File: src/rtl/alu_seq_pkg.sv
// Shared types for the sequential ALU: operation codes and FSM states.
package alu_seq_pkg;

  // Operation select encoding.
  typedef enum logic [1:0] {
    OP_ADD = 2'd0,
    OP_SUB = 2'd1,
    OP_MUL = 2'd2,
    OP_DIV = 2'd3
  } op_e;

  // Control FSM states.
  typedef enum logic [1:0] {
    IDLE = 2'd0,
    BUSY = 2'd1,
    DONE = 2'd2
  } state_e;

endpackage

File: src/rtl/alu_seq_muldiv.sv
// Iterative shift-add multiplier / restoring divider, one step per clock,
// WIDTH steps per operation. The first step is taken on the start edge, so
// the done pulse follows WIDTH-1 cycles later with hi/lo already final.
// mul: {hi, lo} = a * b.  div: lo = a / b, hi = a % b (b == 0 gives lo = all
// ones, hi = a).
module alu_seq_muldiv #(
  parameter int unsigned WIDTH = 8
) (
  input  logic             clk,
  input  logic             rst,
  input  logic             start,
  input  logic             is_div,
  input  logic [WIDTH-1:0] a,
  input  logic [WIDTH-1:0] b,
  output logic             done,
  output logic [WIDTH-1:0] hi,
  output logic [WIDTH-1:0] lo
);

  localparam int unsigned CW = $clog2(WIDTH);

  logic             busy;
  logic             div_q;
  logic [WIDTH-1:0] b_q;
  logic [CW-1:0]    cnt;

  // One iteration on the {hi, lo} accumulator pair.
  function automatic logic [2*WIDTH-1:0] step(
    input logic [WIDTH-1:0] h,
    input logic [WIDTH-1:0] l,
    input logic [WIDTH-1:0] d,
    input logic             div
  );
    logic [WIDTH:0] wide;
    logic           ge;
    if (div) begin
      wide = {h, l[WIDTH-1]};
      ge   = (wide >= {1'b0, d});
      if (ge) wide = wide - {1'b0, d};
      step = {wide[WIDTH-1:0], l[WIDTH-2:0], ge};
    end else begin
      wide = {1'b0, h} + {1'b0, d & {WIDTH{l[0]}}};
      step = {wide, l[WIDTH-1:1]};
    end
  endfunction

  // Load-and-first-step on start, then iterate; cnt counts completed steps.
  always_ff @(posedge clk or posedge rst) begin
    if (rst) begin
      busy  <= 1'b0;
      done  <= 1'b0;
      div_q <= 1'b0;
      b_q   <= '0;
      cnt   <= '0;
      hi    <= '0;
      lo    <= '0;
    end else begin
      done <= 1'b0;
      if (start) begin
        {hi, lo} <= step('0, a, b, is_div);
        b_q      <= b;
        div_q    <= is_div;
        cnt      <= CW'(1);
        busy     <= 1'b1;
      end else if (busy) begin
        {hi, lo} <= step(hi, lo, b_q, div_q);
        if (cnt == CW'(WIDTH - 1)) begin
          busy <= 1'b0;
          done <= 1'b1;
        end else begin
          cnt <= cnt + CW'(1);
        end
      end
    end
  end

endmodule

File: src/rtl/alu_seq.sv
// Sequential ALU top: valid/ready FSM, single-cycle add/sub, flag generation
// and registered result. Define ALU_SEQ_MULDIV_EN to include the iterative
// multiply/divide engine; without it mul/div complete at once with err = 1.
module alu_seq
  import alu_seq_pkg::*;
#(
  parameter int unsigned WIDTH = 8
) (
  input  logic             clk,
  input  logic             rst,
  input  logic             in_valid,
  output logic             in_ready,
  input  logic [WIDTH-1:0] a,
  input  logic [WIDTH-1:0] b,
  input  logic [1:0]       select,
  output logic             out_valid,
  input  logic             out_ready,
  output logic [WIDTH-1:0] out,
  output logic [WIDTH-1:0] rem,
  output logic             zero,
  output logic             carry,
  output logic             sign,
  output logic             parity,
  output logic             overflow,
  output logic             err
);

  logic [1:0]       state;
  logic [1:0]       state_n;
  logic             load;
  logic             start;
  logic [WIDTH:0]   wide;
  logic [WIDTH-1:0] res_out;
  logic [WIDTH-1:0] res_rem;
  logic             res_carry;
  logic             res_ovf;
  logic             res_err;

`ifdef ALU_SEQ_MULDIV_EN
  logic [WIDTH-1:0] a_q;
  logic             bz_q;
  logic             div_q;
  logic             is_div;
  logic             md_done;
  logic [WIDTH-1:0] md_hi;
  logic [WIDTH-1:0] md_lo;

  assign is_div = (select == OP_DIV);

  alu_seq_muldiv #(.WIDTH(WIDTH)) u_muldiv (
    .clk    (clk),
    .rst    (rst),
    .start  (start),
    .is_div (is_div),
    .a      (a),
    .b      (b),
    .done   (md_done),
    .hi     (md_hi),
    .lo     (md_lo)
  );

  // Operand context needed when the engine result is finalised.
  always_ff @(posedge clk or posedge rst) begin
    if (rst) begin
      a_q   <= '0;
      bz_q  <= 1'b0;
      div_q <= 1'b0;
    end else if (start) begin
      a_q   <= a;
      bz_q  <= (b == '0);
      div_q <= is_div;
    end
  end
`else
  assign start = 1'b0;
`endif

  // State register.
  always_ff @(posedge clk or posedge rst) begin
    if (rst) state <= IDLE;
    else     state <= state_n;
  end

  // Next state; load marks the DONE entry edge, start kicks the engine.
  always_comb begin
    state_n = state;
    load    = 1'b0;
`ifdef ALU_SEQ_MULDIV_EN
    start   = 1'b0;
`endif
    case (state)
      IDLE: begin
        if (in_valid) begin
          if (select == OP_ADD || select == OP_SUB) begin
            state_n = DONE;
            load    = 1'b1;
          end else begin
`ifdef ALU_SEQ_MULDIV_EN
            state_n = BUSY;
            start   = 1'b1;
`else
            state_n = DONE;
            load    = 1'b1;
`endif
          end
        end
      end
`ifdef ALU_SEQ_MULDIV_EN
      BUSY: begin
        if (md_done) begin
          state_n = DONE;
          load    = 1'b1;
        end
      end
`endif
      DONE: begin
        if (out_ready) state_n = IDLE;
      end
      default: state_n = IDLE;
    endcase
  end

  // Result selection: live inputs for add/sub, engine output for mul/div.
  always_comb begin
    wide      = '0;
    res_out   = '0;
    res_rem   = '0;
    res_carry = 1'b0;
    res_ovf   = 1'b0;
    res_err   = 1'b0;
    if (state == IDLE) begin
      case (select)
        OP_ADD: begin
          wide      = {1'b0, a} + {1'b0, b};
          res_out   = wide[WIDTH-1:0];
          res_carry = wide[WIDTH];
          res_ovf   = (a[WIDTH-1] == b[WIDTH-1]) && (wide[WIDTH-1] != a[WIDTH-1]);
        end
        OP_SUB: begin
          wide      = {1'b0, a} - {1'b0, b};
          res_out   = wide[WIDTH-1:0];
          res_carry = wide[WIDTH];
          res_ovf   = (a[WIDTH-1] != b[WIDTH-1]) && (wide[WIDTH-1] != a[WIDTH-1]);
        end
        // Only loaded from here when the engine is absent.
        default: res_err = 1'b1;
      endcase
    end
`ifdef ALU_SEQ_MULDIV_EN
    else if (state == BUSY) begin
      if (div_q && bz_q) begin
        res_out = '1;
        res_rem = a_q;
        res_err = 1'b1;
      end else begin
        res_out   = md_lo;
        res_rem   = md_hi;
        res_carry = !div_q && (md_hi != '0);
      end
    end
`endif
  end

  // Output registers; result and flags change only on DONE entry.
  always_ff @(posedge clk or posedge rst) begin
    if (rst) begin
      in_ready  <= 1'b1;
      out_valid <= 1'b0;
      out       <= '0;
      rem       <= '0;
      zero      <= 1'b0;
      carry     <= 1'b0;
      sign      <= 1'b0;
      parity    <= 1'b0;
      overflow  <= 1'b0;
      err       <= 1'b0;
    end else begin
      in_ready  <= (state_n == IDLE);
      out_valid <= (state_n == DONE);
      if (load) begin
        out      <= res_out;
        rem      <= res_rem;
        zero     <= ~|res_out;
        carry    <= res_carry;
        sign     <= res_out[WIDTH-1];
        parity   <= ~^res_out;
        overflow <= res_ovf;
        err      <= res_err;
      end
    end
  end

endmodule
File: config.mk
export PLATFORM = sky130hd
export DESIGN_NAME = alu_seq
export DESIGN_NICKNAME = d
export VERILOG_FILES = /design/src/rtl/alu_seq_pkg.sv /design/src/rtl/alu_seq_muldiv.sv /design/src/rtl/alu_seq.sv
export SDC_FILE = /design/constraint.sdc
export NUM_CORES = 1
export LEC_CHECK = 0
export CAP_MARGIN = 20
export CELL_PAD_IN_SITES_DETAIL_PLACEMENT = 1
export CELL_PAD_IN_SITES_GLOBAL_PLACEMENT = 2
export CORE_UTILIZATION = 26
export CTS_BUF_LIST = sky130_fd_sc_hd__clkbuf_8
export DETAILED_ROUTE_END_ITERATION = 16
export PLACE_DENSITY = 0.8
export SLEW_MARGIN = 30
export SYNTH_ARGS = -nofsm -noshare
export SYNTH_HDL_FRONTEND = slang
export SYNTH_SLANG_ARGS = --single-unit
export TNS_END_PERCENT = 1
File: constraint.sdc
create_clock -name clk -period 1.64 [get_ports clk]
set_input_delay 0.164 -clock clk [delete_from_list [all_inputs] [get_ports clk]]
set_output_delay 0.164 -clock clk [all_outputs]
set_load 0.05 [all_outputs]
# Word-level counts from Yosys, hierarchy flattened
# Index checks and enable logic that the tools add are counted.
dict set report word_totals {
  ff_bits 18
  in_bits 22
}
dict set report op_classes {
  reduce_logical 9
  n_eq_ne 7
  mux 13
  addsub 2
}
# op n
set ops {}
lappend ops {{case mux 8 bit (2 select lines)} 1}
lappend ops {{adder 8 x 8 -> 9 bit} 1}
lappend ops {{subtractor 8 x 8 -> 9 bit} 1}
lappend ops {{2-to-1 mux 8 bit} 1}
lappend ops {{OR reduction 8 bit} 1}
lappend ops {{XNOR reduction 8 bit} 1}
lappend ops {{zero test 2 bit} 3}
lappend ops {{2-to-1 mux 1 bit} 6}
lappend ops {{equality test 2 bit (second input constant)} 2}
lappend ops {{2-to-1 mux 2 bit} 2}
lappend ops {{case mux 1 bit (2 select lines)} 2}
lappend ops {{case mux 2 bit (2 select lines)} 1}
lappend ops {{inequality test 1 bit} 3}
lappend ops {{equality test 2 x 1 -> 1 bit (second input constant)} 1}
lappend ops {{logical AND 1 bit} 2}
lappend ops {{OR reduction 2 bit} 1}
lappend ops {{equality test 1 bit} 1}
lappend ops {{zero test 1 bit} 1}

# Depth between registers and ports, before layout
dict set report logic_depth {
  depth_word 5
  mapped_depth 14
  ltp_nobuf 14
}

# Worst setup path after synthesis
# OpenSTA, ideal clock, no wires.
dict set report synth_timing {
  path_kind {input to register}
  start {input a[0]}
  end {register parity}
  setup_ns 0.136
  slack_ns -0.872
  path_stages 14
  t_arrival_ns 2.376
  n_path_buf 0
  required_time_ns 1.504
  path_cell_list {inv_1 > ha_1 > inv_1 > fa_1 > a21o_1 > a21o_1 > a31o_1 > mux2i_1 > xnor2_1 > nand2_1 > ha_1 > xnor2_1 > xnor2_1 > o21ai_0}
}
dict set report synth_between {
  elab_chain_cells 4
  elab_cells_between_ends 5
}
# item line
set synth_rtl {}
lappend synth_rtl {{start, declared} alu_seq.sv:13} ;# input logic [WIDTH-1:0] a,
lappend synth_rtl {{subtractor 8 x 8 -> 9 bit / adder 8 x 8 -> 9 bit (equally long branches)} {alu_seq.sv:140, alu_seq.sv:134}}
lappend synth_rtl {{case mux 8 bit (2 select lines) (*)} alu_seq.sv:132} ;# case (select)
lappend synth_rtl {{2-to-1 mux 8 bit (*)} alu_seq.sv:131} ;# if (state == IDLE) begin
lappend synth_rtl {{XNOR reduction 8 bit (*)} alu_seq.sv:186} ;# parity <= ~^res_out;
lappend synth_rtl {{end signal, assigned} alu_seq.sv:186}
lappend synth_rtl {{end, declared} alu_seq.sv:23} ;# output logic parity,
# Mark *: on every way between the ends. The rest lies on a longest branch, timed or not.
# A chain may end at the register's enable or synchronous reset.

# Worst setup path after layout
dict set report layout_timing {
  start {input b[1]}
  end {register parity}
}
dict set report layout_between {
  elab_chain_cells 4
  elab_cells_between_ends 5
}
# item line
set layout_rtl {}
lappend layout_rtl {{start, declared} alu_seq.sv:14} ;# input logic [WIDTH-1:0] b,
lappend layout_rtl {{subtractor 8 x 8 -> 9 bit / adder 8 x 8 -> 9 bit (equally long branches)} {alu_seq.sv:140, alu_seq.sv:134}}
lappend layout_rtl {{case mux 8 bit (2 select lines) (*)} alu_seq.sv:132}
lappend layout_rtl {{2-to-1 mux 8 bit (*)} alu_seq.sv:131}
lappend layout_rtl {{XNOR reduction 8 bit (*)} alu_seq.sv:186}
# Marks and branches as above.

==> results.md <==
Power and ir drop:
- The overall power after layout is 2.075 mW.
- The maximum VDD drop is 590.1 uV.
- The relative contribution of combinational cells to total power is 0.598.
- Of the total power, the share spent switching nets is 0.4240.
- The portion of total power attributed to sequential cells is 0.258.
- The cell area power density is 754.2 mW/mm^2.
- For this design the total switching power over the nets is 0.8798 mW.
- The part of the power in the clock network is 0.145.
- The internal portion of the total power is 1.195 mW.
- In this run the static leakage power is 1.275 nW.

Clocking:
- TritonCTS built the clock tree.
- TritonCTS created 3 clock buffers.
- Clock tree synthesis found a total of 17 sinks.
- The deepest level of the CTS H-tree is 1.
- The register clock-pin slew on the reported worst setup and hold paths is 0.06 ns.
- The clock passes through at most 2 buffers.
- The clock root buffer is sky130_fd_sc_hd__clkbuf_8.
- The insertion delay of the later-clocked pin in the worst-skew pair is 0.25 ns.

Global routing:
- The first-pass GRT wire length is 8190 um.
- The via count of the first global-routing pass was 1792.
- The leftover overflow at the end of global routing is 0.
- Entering global routing, the biggest net connects 18 pins.
- The number of antenna violations at the first check in global routing was 0.
- The overall global routing resource usage is 0.1600.

Placement:
- Summed over all nets, the half-perimeter wirelength after detailed placement is 3870 um.
- The routability congestion estimate is 0.8627.
- The number of input and output port buffers inserted is 37.

STA:
- Setup repair after global routing could not meet its margin everywhere.
- The clock skew after layout is 0.0005484 ns.
- The hold violation total from the final report came to 0.
- Setup slack on the critical path of the routed design comes to -0.6366 ns.
- The share of the clock period used by the worst path after layout is 1.388.
- The final count of pins violating max slew came to 0.
- The hold slack is 0.2464 ns.
- The post-layout minimum cycle time is 2.277 ns.
- For this run, the top clock speed supported by timing is 439.3 MHz.
- Setup violations remaining at the end of the flow were counted as 7.

Critical path:
- The type of the setup path with the least slack is in -> reg.
- STA puts the critical path data arrival time at 2.41 ns.
- STA classifies the critical path endpoint as a flop.
- The start of the worst register-to-register path is state[1]$_DFF_PP0_.
- Tracing the worst setup path back leads to its startpoint at b[1].
- In this run the worst path has a maximum fanout of 3.
- STA classifies the critical path startpoint as an input port.
- For the worst setup path, the data required time is 1.77 ns.

Floorplanning:
- The floorplan step defined a core boundary enclosing 0.005991 sq mm.
- The die covers 0.006601 sq mm.
- In this run the core area contains 28 standard-cell rows.
- The die width is 81.25 um.
- The overall die height is 81.25 um.
- The initial utilization of the core area, before any placement, comes to 0.2726.
- Pin placement for this block handled 46 I/O pins.

Route:
- Dividing the detail-routed via count by the number of cells gives 4.608.
- After detailed routing, the number of remaining DRC violations is 0.
- The routed design has 4811 um of wire.
- The number of design-rule violations left by the first detailed-router iteration is 13.
- After detailed routing, the average wire length per cell comes to 13.67 um.
- Once detail routing completed, the nets flagged for antenna violations numbered 0.
- The via count is 1622.
- The number of detailed-routing iterations run before antenna repair is 3.

Yosys:
- The post-synthesis async set-or-reset flop share is 1.000.
- The share of Yosys cell area claimed by the top area cell type is 0.2452.
- Yosys attributes the largest share of cell area to sky130_fd_sc_hd__dfrtp_1, sky130_fd_sc_hd__ha_1, sky130_fd_sc_hd__buf_4.
- Counting flops and latches in the post-synthesis netlist gives 17.
- The synthesized instance count is 185.
- The synthesized design contains 0 enable-type register cells.
- Each instance of the synthesized netlist takes up on average 8.826 sq um.
- For this run, the register share of the synthesized area comes to 0.2613.
- The count of synthesis-stage warnings from yosys is 0.
- Yosys mapped the design onto 51 distinct sky130hd cell types.
- The predominant post-synthesis flop cell is sky130_fd_sc_hd__dfrtp_1.
- The mapped cell area is 0.001633 sq mm.
- The cell type contributing the most total cell area after synthesis is sky130_fd_sc_hd__dfrtp_1.

Run status:
- The checks that failed: negative setup slack.
- The run finished, with violations left.

Flow run:
- The number of maximum-capacitance violations is 0.

Finish:
- The filler cells instantiated in the layout total 675.
- The layout cell share with drive strength beyond 1 is 0.4982.
- The number of diodes is 0.
- The library cell used most frequently in the layout, excluding fill and tap cells, is sky130_fd_sc_hd__buf_4.
- The area growth from synthesis to layout is 68.51%.
- The layout net count is 323.
- Leaving out fill and tap cells, the most frequent cells in the layout are sky130_fd_sc_hd__buf_4, sky130_fd_sc_hd__dfrtp_1, sky130_fd_sc_hd__nand2_1.

Hold path:
- The path category of the worst min-delay check is in -> async.
## layout make-up
class	count	area, sq um	area share
well taps	75	93.84	0.03411
inverters	15	68.82	0.02501
clock buffers	3	41.29	0.01501
flip-flops and latches	17	426.7	0.1551
multi-input cells	144	1338	0.4861
repair buffers	97	779.5	0.2833
clock inverters	1	3.754	0.001364
## layer usage
metal / part of all wire / vias up / global-route usage
met3: 0.025 / 2 / 0.006742
li1: - / 813 / -
met5: 0 / - / 0
met1: 0.42 / 778 / 0.1740
met4: 0.0039 / 0 / 0.03750
met2: 0.55 / 29 / 0.3311
## registers in the layout, indices dropped and copies added, names as in the netlist
name,cells
in_ready,1
out_valid,1
overflow,1
out,8
zero,1
carry,1
parity,1
state,2
err,1
## worst max-delay path: stages
cell and delay [ns]:
sky130_fd_sc_hd__buf_2 0.11, sky130_fd_sc_hd__inv_2 0.09, sky130_fd_sc_hd__ha_4 0.22, sky130_fd_sc_hd__nand2b_4 0.15, sky130_fd_sc_hd__a221oi_4 0.27, sky130_fd_sc_hd__and3_4 0.24, sky130_fd_sc_hd__nor3_2 0.05, sky130_fd_sc_hd__or3_4 0.37
sky130_fd_sc_hd__nand3_1 0.09, sky130_fd_sc_hd__ha_2 0.27, sky130_fd_sc_hd__xnor2_1 0.17, sky130_fd_sc_hd__xnor2_1 0.14, sky130_fd_sc_hd__o21ai_1 0.08
## final timing paths
path                       slack, ns  cells after the start                  to
min                             0.25                      3     err$_DFFE_PP0P_
min reg2reg                     0.48                      2  out[0]$_DFFE_PP0P_
min in group clk                0.38                      4  out[0]$_DFFE_PP0P_
max                            -0.64                     13  parity$_DFFE_PP0P_
max reg2reg                        0                      7  parity$_DFFE_PP0P_
max in group asynchronous       1.14                      3  in_ready$_DFF_PP1_
## repair_timing
item,4_1_cts,5_1_grt
setup endpoints to repair,11,9
pin swaps,29,13
buffers inserted,2,1
hold buffers,0,0
resized for setup,84,12
## Yosys cell counts, drive strengths merged (2+ instances only)
cell	n
nand3	3
o21ai	10
mux2	2
a21o	3
a21oi	11
or3	2
o31ai	6
buf	14
inv	15
a221oi	2
mux2i	4
nor2	13
clkbuf	3
a41oi	2
nand2	15
ha	21
nand2b	7
a211oi	2
nor2b	3
xor2	2
dfrtp	16
a22o	3
xnor2	5
nor3	4
fa	2
## logic make-up (layout without fill, tap and decap cells)
family                   count (synthesis)  in the layout  share of synthesized area
other                                    1              9                   0.002297
AO/OA/AOI/OAI                           46             46                     0.2038
XOR/XNOR                                 7              7                    0.03755
flip-flops                              17             17                     0.2613
adder cells (fa/ha/maj)                 23             23                     0.1854
AND/OR/NAND/NOR                         53             53                     0.1655
buffers and inverters                   32            116                     0.1057
multiplexers                             6              6                    0.03831
## power groups by stage
| stage | Clock [mW] | Sequential (mW) | Combinational (mW) |
|---|---|---|---|
| finish | 0.300 | 0.535 | 1.24 |
| CTS | 0.318 | 0.537 | 1.23 |
| detailed placement | 0 | 0.545 | 1.11 |
| global placement | 0 | 0.540 | 1.08 |
| floorplan | 0 | 0.786 | 0.439 |
| global route | 0.332 | 0.546 | 1.33 |
## through the flow
step           setup slack [ns]  instance area, sq um  utilization  instances  TNS [ns]
2_1_floorplan           -0.7526                  1690            -        193    -1.643
3_3_place_gp             -1.443                  2429       0.4054        345    -9.567
3_5_place_dp             -1.559                  2429       0.4054        345    -10.45
4_1_cts                 -0.7034                  2704       0.4513        351    -2.041
5_1_grt                 -0.7564                  2751       0.4593        352    -2.507
6_report                -0.6366                  2751       0.4593        352    -1.785
Power figures use the tool's default switching activity.
